[src/rtl/bp_resolve.sv]
// Execute-side branch resolver: checks EXE outcomes against an in-order FIFO of
// fetch-time predictions, drives registered BHT updates and mispredict redirects.
module bp_resolve #(
  parameter int DEPTH    = 8,
  parameter int CNT_BITS = 32
) (
  input  logic                      clk,
  input  logic                      resetn,
  input  logic                      push_valid,
  output logic                      push_ready,
  input  logic [31:0]               push_pc,
  input  logic                      push_pred_taken,
  input  logic [31:0]               push_pred_target,
  input  logic                      res_valid,
  input  logic [31:0]               res_pc,
  input  logic                      res_taken,
  input  logic [31:0]               res_target,
  input  logic                      flush,
  output logic                      upd_write,
  output logic [31:0]               upd_pc,
  output logic [31:0]               upd_dest,
  output logic                      upd_taken,
  output logic                      redirect_valid,
  output logic [31:0]               redirect_pc,
  output logic [CNT_BITS-1:0]       stat_branches,
  output logic [CNT_BITS-1:0]       stat_mispred,
  output logic [$clog2(DEPTH):0]    count
);
  localparam int AW = $clog2(DEPTH);
  localparam logic [AW-1:0]       PTR_ONE  = 1;
  localparam logic [AW:0]         OCC_ONE  = 1;
  localparam logic [AW:0]         OCC_FULL = DEPTH[AW:0];
  localparam logic [CNT_BITS-1:0] STAT_ONE = 1;

  // Push handshake: an entry transfers on a rising edge where push_valid and
  // push_ready are both high; push_ready depends only on stored occupancy.
  logic [31:0]       r_mem_pc  [DEPTH];
  logic              r_mem_pt  [DEPTH];
  logic [31:0]       r_mem_tgt [DEPTH];
  logic [AW-1:0]     r_head, r_tail;
  logic [AW:0]       r_count;
  logic              r_upd_write, r_upd_taken, r_redirect_valid;
  logic [31:0]       r_upd_pc, r_upd_dest, r_redirect_pc;
  logic [CNT_BITS-1:0] r_stat_branches, r_stat_mispred;

  logic        w_match, w_pred_taken, w_mispred, w_clear, w_push, w_pop;
  logic [31:0] w_pred_target, w_fallthrough, w_correct_pc;

  assign push_ready    = (r_count != OCC_FULL);
  assign w_match       = res_valid && (r_count != '0) && (r_mem_pc[r_head] == res_pc);
  assign w_pred_taken  = w_match ? r_mem_pt[r_head]  : 1'b0;
  assign w_pred_target = w_match ? r_mem_tgt[r_head] : 32'd0;
  assign w_fallthrough = res_pc + 32'd8;
  assign w_mispred     = res_valid && ((w_pred_taken != res_taken) ||
                                       (res_taken && (w_pred_target != res_target)));
  assign w_correct_pc  = res_taken ? res_target : w_fallthrough;
  // A mispredict or flush means anything fetched this cycle is wrong-path.
  assign w_clear       = flush || w_mispred;
  assign w_push        = push_valid && push_ready && !w_clear;
  assign w_pop         = w_match && !w_clear;

  always_ff @(posedge clk) begin
    if (w_push) begin
      r_mem_pc[r_tail]  <= push_pc;
      r_mem_pt[r_tail]  <= push_pred_taken;
      r_mem_tgt[r_tail] <= push_pred_target;
    end
  end

  always_ff @(posedge clk or negedge resetn) begin
    if (!resetn) begin
      r_head  <= '0;
      r_tail  <= '0;
      r_count <= '0;
    end else if (w_clear) begin
      r_head  <= '0;
      r_tail  <= '0;
      r_count <= '0;
    end else begin
      if (w_push) r_tail <= r_tail + PTR_ONE;
      if (w_pop)  r_head <= r_head + PTR_ONE;
      case ({w_push, w_pop})
        2'b10:   r_count <= r_count + OCC_ONE;
        2'b01:   r_count <= r_count - OCC_ONE;
        default: r_count <= r_count;
      endcase
    end
  end

  always_ff @(posedge clk or negedge resetn) begin
    if (!resetn) begin
      r_upd_write      <= 1'b0;
      r_upd_pc         <= '0;
      r_upd_dest       <= '0;
      r_upd_taken      <= 1'b0;
      r_redirect_valid <= 1'b0;
      r_redirect_pc    <= '0;
      r_stat_branches  <= '0;
      r_stat_mispred   <= '0;
    end else begin
      r_upd_write      <= res_valid;
      // flush owns the front-end redirect when both arrive together
      r_redirect_valid <= w_mispred && !flush;
      if (res_valid) begin
        r_upd_pc        <= res_pc;
        r_upd_dest      <= res_target;
        r_upd_taken     <= res_taken;
        r_redirect_pc   <= w_correct_pc;
        r_stat_branches <= r_stat_branches + STAT_ONE;
      end
      if (w_mispred) r_stat_mispred <= r_stat_mispred + STAT_ONE;
    end
  end

  assign upd_write      = r_upd_write;
  assign upd_pc         = r_upd_pc;
  assign upd_dest       = r_upd_dest;
  assign upd_taken      = r_upd_taken;
  assign redirect_valid = r_redirect_valid;
  assign redirect_pc    = r_redirect_pc;
  assign stat_branches  = r_stat_branches;
  assign stat_mispred   = r_stat_mispred;
  assign count          = r_count;
endmodule

[config.mk]
export PLATFORM = sky130hd
export DESIGN_NAME = bp_resolve
export DESIGN_NICKNAME = d
export VERILOG_FILES = /design/src/rtl/bp_resolve.sv
export SDC_FILE = /design/constraint.sdc
export NUM_CORES = 1
export LEC_CHECK = 0
export CAP_MARGIN = 30
export CORE_MARGIN = 2
export CORE_UTILIZATION = 61
export DETAILED_ROUTE_END_ITERATION = 16
export PLACE_DENSITY_LB_ADDON = 0.12
export REMOVE_ABC_BUFFERS = 1
export SLEW_MARGIN = 15
export SYNTH_ARGS = -nofsm -noshare
export SYNTH_HDL_FRONTEND = slang
export SYNTH_SLANG_ARGS = --single-unit
[constraint.sdc]
create_clock -name clk -period 25.2 [get_ports clk]
set_input_delay 2.52 -clock clk [delete_from_list [all_inputs] [get_ports clk]]
set_output_delay 2.52 -clock clk [all_outputs]
set_load 0.1 [all_outputs]
==> results_dict.tcl, run 1 <==
set metrics [dict create \
    fin_crit_sh 0.3241 \
    die_x_um 220.0 \
    synth_area_leader_cell "edfxtp_1" \
    fin_tns_setup_ns 0 \
    end_kind "flip-flop" \
    critPathMaxFanout 36 \
    clock_path_buffers 3 \
    outcome "finished, final reports clean" \
    synth_warnings 0 \
    synth_area_leaders "edfxtp_1 (55%), dfrtp_1 (15%), mux4_2 (7.7%)" \
    start_util 0.6151 \
    slew_headroom 0.3082 \
    die-area_um2 48390 \
    ys_seq_area_frac 0.7009 \
    peakVddDrop_mv 0.1173 \
    worst_slack_ns 17.03 \
    synthAdderAreaFrac 0.003781 \
    path_clk_slew_ns 0.06 \
    skew_ns 0.03007 \
    ctsResizeCount 0 \
    cts_buffers 70 \
    track_usage 0.2863 \
    synth-xor-area-share 0.04217 \
    clock_latency_ns 0.62 \
    fillers 2789 \
    route.detailed.drc 0 \
    portBuffers 302 \
    syn_inst 1660 \
    rrSetupSlack_ns 17.34 \
    synthMuxAreaShare 0.1568 \
    syn_avg_cell_area_um2 17.14 \
    hold_path.class "flip-flop to flip-flop" \
    ys_async_sr_fraction 0.2496 \
    period_needed_ns 8.167 \
    power.leakage_nw 12.08 \
    grt_pass1_wl_um 101500 \
    drt_iter0_markers 1526 \
    grt_setup_unrepaired "no" \
    core_um2 46260 \
    required_ns 25.43 \
    worst_pin_slew_ns 1.034 \
    arrival_ns 8.40 \
    finalHoldViolations 0 \
    rows 79 \
    dpl.hpwl_um 42790 \
    drv_cap 0 \
    wl_per_cell_um 25.52 \
    gp_congestion 0.8849 \
    area_growth_pct 21.03 \
    drt_pass1_iterations 5 \
    cts_tree "yes" \
    routed_wl_um 67760 \
    synth-main-ff-cell "edfxtp_1" \
    vias 16220 \
    io_pins 303 \
    startpoint_type "primary input" \
    grt_max_degree 98 \
    yosys_register_bits 693 \
    antenna_found_initial 1 \
    whs_path_depth 1 \
    layout-drive-gt1-share 0.1776 \
    via_per_inst 6.110 \
    reg2regPathDepth 15 \
    place_ws_ns 16.53 \
    cts_hold_buf 0 \
    die_h_um 220.0 \
    power_density_nw_per_um2 78.42 \
    criticalPathCategory "primary input to flip-flop" \
    setup_viol 0 \
    synth_compound_area_frac 0.02594 \
    fmax_mhz 122.4 \
    post_cts.repair.setup_buffers 0 \
    synth_edf_count 520 \
    ctsHtreeMaxLevel 3 \
    cts_root_buffer "clkbuf_16" \
    grt_pass1_vias 16640 \
    synth.distinct_cells 62 \
    synth_top_cell_area_share 0.5487 \
    grt_overflow_total 0 \
    num-nets-final 2133 \
    slew_violations 0 \
    yosys.area_share.simple 0.05611 \
    clock-sinks 693 \
    synth_top_family_by_area "multiplexers" \
    ant_nets 0 \
    syn_area_um2 28460 \
]
[worst max-delay path: stages]
cell and delay [ns]:
clkdlybuf4s50_1 0.64, and3b_1 0.24, or4bb_1 0.50, or4b_1 0.55, nor3_1 0.38, buf_2 0.29
nand2_1 0.23, o21a_1 0.28, o31ai_4 0.24, buf_4 0.36, nand2b_1 0.57, nor4_2 0.40
buf_4 0.50, buf_4 0.60
[through the flow]
stage	hold WS (ns)	instances	utilization	power [mW]	instance area (µm²)
after floorplan	0.5582	1587	-	1.593	28100
after global placement	0.4549	2518	0.6942	1.728	32110
after detailed placement	0.4585	2523	0.6965	1.737	32220
after CTS	0.4681	2649	0.7435	2.720	34390
after global routing	0.4723	2652	0.7443	2.784	34430
final	0.4676	2655	0.7445	2.701	34440
[placed cells by master (no fill, tap or decap), types with 4 or more instances in the layout]
cell             netlist  layout
and4_1                 9       9
clkinv_2               0      10
o22ai_1               15      15
inv_6                  0       4
xnor2_1               81      81
or3_1                  4       4
buf_16                 0       4
o21ai_0               36      36
or2_2                  4       4
nor3_1                19      18
clkbuf_1              32      19
clkbuf_8               0       7
clkbuf_16              0      73
mux4_2                97      97
edfxtp_1             520     520
a21oi_1               13      13
clkdlybuf4s50_1        0     299
inv_1                 12      12
buf_4                  9      23
and3_1                22      22
diode_2                0       4
nor4_2                 0       6
a22o_1                 4       4
a22oi_1               19      19
and2_1                 6       6
nor2_1                57      57
mux2_2               116     116
nand2_1               96      96
nand2b_1               7       7
nand3_1               31      31
nor2b_1                5       5
xor2_1                56      56
ha_1                   7       7
nand4_1               17      17
nand3b_1               5       5
nor4_1                20      14
clkinv_1               1      11
dfrtp_1              173     171
mux2i_1               97      97
[final timing paths]
path                                  start          endpoint
min                        stat_mispred[31]  stat_mispred[31]
min reg2reg                stat_mispred[31]  stat_mispred[31]
min in group asynchronous            resetn  stat_branches[9]
max                              res_pc[15]   r_mem_pc[2][26]
max in group asynchronous            resetn   redirect_pc[13]
max reg2reg                       r_head[0]   r_mem_pc[2][26]
[synthesized netlist by cell type, drive strengths merged (31+ instances only)]
library cell	count
buf	41
nor2	58
o21ai	36
dfrtp	173
clkbuf	32
mux2i	97
nand3	31
nand2	96
mux4	97
edfxtp	520
xnor2	81
mux2	116
xor2	56
[registers in the layout, indices dropped and copies added, names as in the netlist, 4 cells and up]
signal / flops
count: 4
r_mem_tgt: 256
stat_mispred: 32
upd_pc: 32
stat_branches: 32
r_mem_pt: 8
redirect_pc: 32
r_mem_pc: 256
upd_dest: 32
[report_power, final]
group,switching (mW),internal (mW)
Combinational,0.308,0.110
Sequential,0.0290,1.27
Clock,0.417,0.569
Total,0.754,1.95
[per-layer routing]
metal	wire, µm	vias to the layer above	part of all wire	track usage
li1	-	7097	-	-
met1	26710	8360	0.39	0.3936
met2	33970	683	0.50	0.4712
met3	5634	82	0.083	0.05411
met4	1440	0	0.021	0.08658
met5	0	-	0	0
[kinds of logic after synthesis]
| logic type | after synthesis |
|---|---|
| mux | 310 |
| compound gates | 111 |
| flops | 693 |
| fa+ha+maj | 8 |
| simple gates | 315 |
| xor+xnor | 137 |
| buf+inv | 86 |
[final cells by class]
class | count | area (µm²) | share of cell area
timing repair buffer | 331 | 3339 | 0.09697
sequential | 693 | 19950 | 0.5793
clock buffer | 98 | 1981 | 0.05751
antenna | 4 | 10.01 | 0.0002906
tap | 607 | 759.5 | 0.02205
inverter | 13 | 48.80 | 0.001417
multi-input combinational | 881 | 8155 | 0.2368
clock inverter | 28 | 193.9 | 0.005631
Power figures use the tool's default switching activity.
==> inputs of run 2 (changes only) <==
- CORE_UTILIZATION: 61 -> 57
- clock period: 25.2 -> 7.8 ns (I/O delays scaled with it)
==> run 2 against run 1 <==
Net effect: hold slack got worse by 0.20 ns; combinational power increased to 3.2 times the previous value; sequential cell count is the same; sequential share of layout area is 0.40 points lower; die area rose by 6.9%; setup slack worse by 16 ns; via count shrank 0.14%; clock skew grew 0.0036 ns; clock power rose to 3.4 times the previous value; global-route usage decreased by 1.6 points; highest routed layer is now met5.
==> results_dict.tcl, run 2 (synthesized netlist as in run 1, its figures left out) <==
set metrics [dict create \
    critPathMaxFanout 30 \
    clock-sinks 693 \
    stdcell_area_um2 34680 \
    p_sw_frac 0.2765 \
    period_needed_ns 6.694 \
    power.leakage_nw 12.16 \
    cp_num_cells 18 \
    rows 81 \
    clock_path_buffers 3 \
    grt_max_degree 99 \
    reg2regPathDepth 18 \
    worst_pin_slew_ns 1.021 \
    instances_no_fill 2715 \
    routed_wl_um 68510 \
    crit_slowest_cell "buf_4" \
    ctsResizeCount 0 \
    fin_tns_setup_ns 0 \
    die_x_um 227.4 \
    num-nets-final 2135 \
    cpLargestDelayFamily "compound AO/OA/AOI/OAI gates" \
    cp_num_buf_inv 2 \
    crit_chain "inv_2, buf_4, o21ai_0, a222oi_1, o2111ai_1, nor3_1, nand4b_1, a211o_1, o31ai_4, nand2b_1, nor3_2, ha_1, a21o_1, a21oi_1, nand2_1, o22ai_1, xnor2_1, nor2_1" \
    fmax_mhz 149.4 \
    criticalPathCategory "flip-flop to flip-flop" \
    gp_congestion 0.8560 \
    path_clk_slew_ns 0.06 \
    drv_cap 0 \
    grt_overflow_total 0 \
    ant_nets 0 \
    drt_iter0_markers 1429 \
    io_pins 303 \
    p_int_mw 6.436 \
    p_switching_mw 2.460 \
    largestRegisters "r_mem_pc: 256 flops, r_mem_tgt: 256 flops" \
    pwr-share-seq 0.470 \
    peakVddDrop_mv 0.2260 \
    arrival_ns 7.12 \
    startpoint_type "flip-flop" \
    fillers 3217 \
    power_mw 8.896 \
    start_util 0.5789 \
    die_h_um 227.4 \
    clock_latency_ns 0.61 \
    pwr-share-comb 0.152 \
    layout_commonest_cell "edfxtp_1" \
    area_growth_pct 21.87 \
    layout-drive-gt1-share 0.1825 \
    slowest_delay_ns 0.67 \
    slew_violations 0 \
    finalHoldViolations 0 \
    grt_pass1_wl_um 101400 \
    hold_path.class "primary input to asynchronous set/reset pin" \
    endpoint "count[3]" \
    rrSetupSlack_ns 1.11 \
    route.detailed.drc 0 \
    clkPwrFrac 0.378 \
    slew_headroom 0.3170 \
    placed_cell_area_um2 32310 \
    track_usage 0.2702 \
    dpl.hpwl_um 43150 \
    wl_per_cell_um 25.24 \
    crit_path_start "r_head[2]" \
    post_cts.repair.setup_buffers 0 \
    cts_hold_buf 0 \
    die-area_um2 51730 \
    cts_root_buffer "clkbuf_16" \
    antenna_found_initial 7 \
    fin_crit_sh 0.8582 \
    setup_viol 0 \
    required_ns 8.22 \
    vias 16200 \
    via_per_inst 5.966 \
    cts_buffers 70 \
    core_um2 49150 \
    cts_tree "yes" \
    portBuffers 302 \
    dp.cells 2582 \
    ctsHtreeMaxLevel 3 \
    regToRegStartpoint "r_head[2]" \
    end_kind "flip-flop" \
    skew_ns 0.03370 \
    drt_pass1_iterations 5 \
    grt_pass1_vias 16400 \
    power_density_nw_per_um2 256.5 \
    mostFrequentLayoutCells "edfxtp_1 (520), clkdlybuf4s50_1 (299), dfrtp_1 (171)" \
    grt_setup_unrepaired "no" \
    outcome "finished, final reports clean" \
    r2r_end "count[3]" \
]
-- run 2: cell count changes in the layout (fill, tap and decap cells not counted), moves of 2 or more --
cell / change
buf_12: +3
clkinv_2: +5
clkinv_1: -5
diode_2: -2
bufinv_16: +4
inv_6: -2
-- run 2: routing by layer --
layer / vias to the layer above / track usage / part of all wire
met4: 8 / 0.08560 / 0.029
met3: 122 / 0.06944 / 0.096
met2: 719 / 0.4241 / 0.47
li1: 7099 / - / -
met5: - / 0 / 0.00086
met1: 8251 / 0.3756 / 0.40
-- run 2: cell type report --
cell class	count	area [µm²]	area share
Timing Repair Buffer	333	3374	0.09730
Antenna cell	2	5.005	0.0001443
Inverter	13	48.80	0.001407
Multi-Input combinational cell	881	8155	0.2352
Sequential cell	693	19950	0.5753
Clock inverter	32	326.6	0.009416
Tap cell	664	830.8	0.02396
Clock buffer	97	1988	0.05733
-- run 2: through the flow --
| stage | setup slack, ns | utilization | hold slack (ns) |
|---|---|---|---|
| floorplan | -8.166 | - | 0.4844 |
| global placement | 1.088 | 0.6567 | 0.4561 |
| detailed placement | 1.228 | 0.6572 | 0.4568 |
| CTS | 1.175 | 0.7043 | 0.2820 |
| global route | 0.7765 | 0.7056 | 0.3319 |
| finish | 1.106 | 0.7056 | 0.2635 |
-- run 2: worst min path at each step --
stage	start	to	slack, ns	cells past startpoint
after floorplan	resetn	count[0]	0.48	0
after global routing	resetn	r_head[0]	0.33	1
after global placement	stat_mispred[31]	stat_mispred[31]	0.46	1
after detailed placement	stat_mispred[31]	stat_mispred[31]	0.46	1
after CTS	resetn	r_head[0]	0.28	1
final	resetn	r_head[0]	0.26	1
-- run 2: power by group through the flow --
| stage | clock, mW | sequential, mW | combinational, mW |
|---|---|---|---|
| after global placement | 0 | 4.25 | 1.34 |
| after global routing | 3.55 | 4.20 | 1.41 |
| after floorplan | 0 | 4.94 | 0.204 |
| after CTS | 3.42 | 4.18 | 1.35 |
| after detailed placement | 0 | 4.26 | 1.35 |
| final | 3.36 | 4.18 | 1.35 |
